===== config.mk =====
export PLATFORM = sky130hd
export DESIGN_NAME = serial_sub
export DESIGN_NICKNAME = d
export VERILOG_FILES = /design/src/rtl/serial_sub.sv
export SDC_FILE = /design/constraint.sdc
export NUM_CORES = 1
export LEC_CHECK = 0
export ABC_AREA = 1
export CAP_MARGIN = 20
export CORE_MARGIN = 4
export CORE_UTILIZATION = 38
export DETAILED_ROUTE_END_ITERATION = 8
export PLACE_DENSITY = 0.6
export SYNTH_ARGS = -nofsm -noshare
export SYNTH_HDL_FRONTEND = slang
export SYNTH_SLANG_ARGS = --single-unit

===== constraint.sdc =====
create_clock -name clk -period 3.1 [get_ports clk]
set_input_delay 0.62 -clock clk [delete_from_list [all_inputs] [get_ports clk]]
set_output_delay 0.62 -clock clk [all_outputs]
set_load 0.01 [all_outputs]

===== src/rtl/serial_sub.sv =====
// Bit-serial subtractor: a - b - bin, one bit per clock, LSB first.
// A single full-subtractor cell with a registered borrow; the parallel result is held until the next operation.
module serial_sub #(
    parameter int WIDTH = 8
) (
    input  logic             clk,
    input  logic             rstn,
    input  logic             i_start,
    input  logic [WIDTH-1:0] i_a,
    input  logic [WIDTH-1:0] i_b,
    input  logic             i_bin,
    output logic             o_busy,
    output logic             o_d_bit,
    output logic             o_d_valid,
    output logic [WIDTH-1:0] o_diff,
    output logic             o_bout,
    output logic             o_done
);

    // state | meaning
    // IDLE  | waiting for start
    // SHIFT | one operand bit per cycle through the subtractor cell
    // DONE  | single-cycle result strobe; a start here chains a new run
    typedef enum logic [1:0] {
        IDLE  = 2'd0,
        SHIFT = 2'd1,
        DONE  = 2'd2
    } state_t;

    localparam int CW = $clog2(WIDTH) + 1;

    state_t           r_state;
    state_t           w_state_nxt;
    logic [WIDTH-1:0] r_a;
    logic [WIDTH-1:0] r_b;
    logic [WIDTH-1:0] r_res;
    logic             r_br;
    logic [CW-1:0]    r_cnt;

    logic             w_accept;
    logic             w_last;
    logic             w_d;
    logic             w_br_nxt;
    logic [WIDTH-1:0] w_res_nxt;

    assign w_accept  = i_start && ((r_state == IDLE) || (r_state == DONE));
    assign w_last    = (r_cnt == CW'(WIDTH - 1));
    assign w_d       = r_a[0] ^ r_b[0] ^ r_br;
    assign w_br_nxt  = (~r_a[0] & r_b[0]) | (~r_a[0] & r_br) | (r_b[0] & r_br);
    assign w_res_nxt = {w_d, r_res[WIDTH-1:1]};
    assign o_busy    = (r_state == SHIFT);

    always_ff @(posedge clk or negedge rstn) begin
        if (!rstn) begin
            r_state <= IDLE;
        end else begin
            r_state <= w_state_nxt;
        end
    end

    always_comb begin
        w_state_nxt = r_state;
        case (r_state)
            IDLE:    if (w_accept) w_state_nxt = SHIFT;
            SHIFT:   if (w_last) w_state_nxt = DONE;
            DONE:    w_state_nxt = w_accept ? SHIFT : IDLE;
            default: w_state_nxt = IDLE;
        endcase
    end

    always_ff @(posedge clk or negedge rstn) begin
        if (!rstn) begin
            r_a       <= '0;
            r_b       <= '0;
            r_res     <= '0;
            r_br      <= 1'b0;
            r_cnt     <= '0;
            o_d_bit   <= 1'b0;
            o_d_valid <= 1'b0;
            o_diff    <= '0;
            o_bout    <= 1'b0;
            o_done    <= 1'b0;
        end else begin
            o_d_valid <= 1'b0;
            o_done    <= 1'b0;
            if (w_accept) begin
                r_a   <= i_a;
                r_b   <= i_b;
                r_br  <= i_bin;
                r_cnt <= '0;
            end
            if (r_state == SHIFT) begin
                r_a       <= r_a >> 1;
                r_b       <= r_b >> 1;
                r_res     <= w_res_nxt;
                r_br      <= w_br_nxt;
                r_cnt     <= r_cnt + 1'b1;
                o_d_bit   <= w_d;
                o_d_valid <= 1'b1;
                // The last bit has not reached r_res yet, so publish the shifted value.
                if (w_last) begin
                    o_diff <= w_res_nxt;
                    o_bout <= w_br_nxt;
                    o_done <= 1'b1;
                end
            end
        end
    end

endmodule


==> run summary <==
Fin cells - 309
Fill count - 445
Max IR drop VDD - 0.350 mV
Detailed Route Iter0 Violations - 78
Clk_lat worst skew - 0.30 ns
Total of max-cap violations - 0
Period utilization - 65.5%
Async SR Flop Fraction - 100%
Critical path peak fanout - 3
Yosys cell types - 18
Drt via density - 4.50
Pwr Density - 985 nW/um2
Post-DRT Antenna Nets - 0
Clock power share - 19.1%
Flop pwr share - 41.8%
Die X - 76.7 um
Net Switching - 0.000819 W
GRT overflow - 0
R2R depth - 5
Area Growth Syn to Fin - 25.0%
Initial Util - 40.3%
Wire per inst - 11.0 um
CP Class - flip-flop to primary output
Top post-synthesis cells by count - 127 x nand2_1, 41 x dfrtp_1, 24 x inv_1, 8 x o21ai_0, 4 x nand3_1
Total Power Consumption - 0.00221 W
Share of cells above drive strength 1 - 5.84%
Internal power - 0.00139 W
Mux share of post-synthesis cell area - 0%
Die area - 5880 um2
Simple-Gate Fraction of Synth Area - 30.7%
Seq cells post-synth - 41
First-pass GRT wire length - 6090 um
Syn Area/Cell - 8.03 um2
Pre-antenna DRT Iters - 4
Area leader, netlist - dfrtp_1
Crit path cell chain - inv_2 > nor2_4 > clkdlybuf4s50_1
Clock Sinks - 41
Net Sw Frac - 37.1%
Cells after synthesis - 223
Worst hold slack - 0.447 ns
Synth warn - 0
Die Y - 76.7 um
Final hold violations - 0
GP Congestion - 0.725
Longest Clk Path Bufs - 2
RSZ-0062 raised after global routing - false
Crit path required time - 2.48 ns
Vias after detailed routing - 1391
Logic pwr share - 39.1%
Mapped cell area - 1790 um2
Xor and xnor area share after synthesis - 0%
Layout net count - 279
Root Driver - clkbuf_8
TritonCTS clock tree - built
Setup Fix Bufs, Post-CTS - 0
Top post-synthesis cells by area - dfrtp_1 57%, nand2_1 27%, inv_1 5.0%
Post-synth EDFFs - 0
Fmax - 0.492 GHz
Setup crit start kind - flip-flop
IO Pins - 33
Initial antenna violation count - 0
Area after DPL - 2140 um2
Slew Viols, Final - 0
Post-synthesis adder-cell area fraction - 1.82%
Syn_nets - 245
Post_cts resized - 0
CP peak stage delay - 0.55 ns
Number of global-route vias before repair - 1357
# DRC - 0
Post-Route WL - 3380 um
IO buf count - 32
CP Data Arrival Time - 1.41 ns
H-tree levels - 2
FP Rows - 24
Post-Route Skew - 0.00661 ns
Clk slew on worst S/H paths - 0.08 ns
LEAKAGE - 1.19 nW
Synth Area in Compound Gates - 2.51%
Core ar. - 4440 um2
Outcome - complete, no violations
Final setup vio count - 0
Tot GR Track Use - 13.1%
CTS Hold Bufs - 0
Main combinational cell family by area after synthesis - simple AND/OR/NAND/NOR gates
Largest net degree at the start of global routing - 42
Slowest CP cell - clkdlybuf4s50_1
Top cell type's share of synthesized area - 57.3%
Most numerous cell in the Yosys netlist - nand2_1
DP Wirelength - 2160 um
Total Neg Setup Slack - 0 ns
Relative slew slack - 38.7%
CTS Buf Count - 5
Min Tclk post-route - 2.03 ns
Worst-margin pin slew - 0.920 ns
Top FF cell, synth - dfrtp_1
Seq/Total Area, Yosys - 57.3%
Worst Hold Class - input pin to async pin
Cell area after layout - 2240 um2
Crit end category - primary output
Placed Cells - 302
N_diodes - 0
kinds of logic after synthesis:
logic type | Yosys count
flops | 41
buf+inv | 31
compound gates | 9
simple gates | 140
fa+ha+maj | 2
worst paths after layout:
| check | start | end | slack [ns] |
|---|---|---|---|
| max in group asynchronous | rstn | r_br | 2.07 |
| worst max-delay path | r_state[0] | o_busy | 1.07 |
| min in group clk | r_res[2] | o_diff[1] | 0.47 |
| worst min-delay path | rstn | o_diff[1] | 0.45 |
| worst max register to register | r_state[0] | r_b[2] | 1.50 |
| worst min register to register | r_res[2] | o_diff[1] | 0.47 |
routing by layer:
layer  global-route usage [%]  wire length [um]  up-vias
li1                         -                 -      727
met4                     4.35                56        0
met2                     20.3              1440       36
met5                        0                 0        -
met1                     16.2              1680      622
met3                     5.85               207        6
flip-flops by register name, indices dropped and copies added (netlist names):
name / count
r_b: 8
o_done: 1
r_br: 1
o_diff: 8
r_res: 6
o_bout: 1
o_d_valid: 1
r_cnt: 4
o_d_bit: 1
r_a: 8
r_state: 2
layout by cell type, fill, tap and decap left out, types with 2 or more instances in the layout:
cell type / n
nand3_1: 4
clkbuf_8: 5
nor2_2: 2
nand2_1: 127
inv_1: 24
dfrtp_1: 41
nor2_1: 3
o21ai_0: 8
clkdlybuf4s50_1: 31
power by group through the flow:
stage	Clock, W	Combinational, W	Sequential, W
CTS	0.000435	0.000883	0.000924
global route	0.000458	0.00101	0.000959
detailed placement	0	0.000882	0.000931
floorplan	0	0.000572	0.000942
finish	0.000422	0.000862	0.000921
global placement	0	0.000870	0.000924
worst max-delay path: cells and delay by family, from the launching register on:
kind | cells | cell delay, ns
flip-flops | 1 | 0.40
AND/OR/NAND/NOR | 1 | 0.09
buffers and inverters | 2 | 0.62
area by class of cell:
type                    instances  area, um2  area share, %
inverters                      25       93.8           4.19
well taps                      52       65.1           2.91
repair buffers                 33        323           14.4
clock buffers                   5       68.8           3.07
flip-flops and latches         41       1030           45.8
clock inverters                 2       35.0           1.56
multi-input cells             151        628           28.0
per-stage QoR:
step           util [%]  setup slack, ns
3_5_place_dp       48.1             1.04
5_1_grt            50.4             1.00
2_1_floorplan         -             1.70
3_3_place_gp       48.1             1.02
6_report           50.4             1.07
4_1_cts            50.4             1.05
Power figures use the tool's default switching activity.
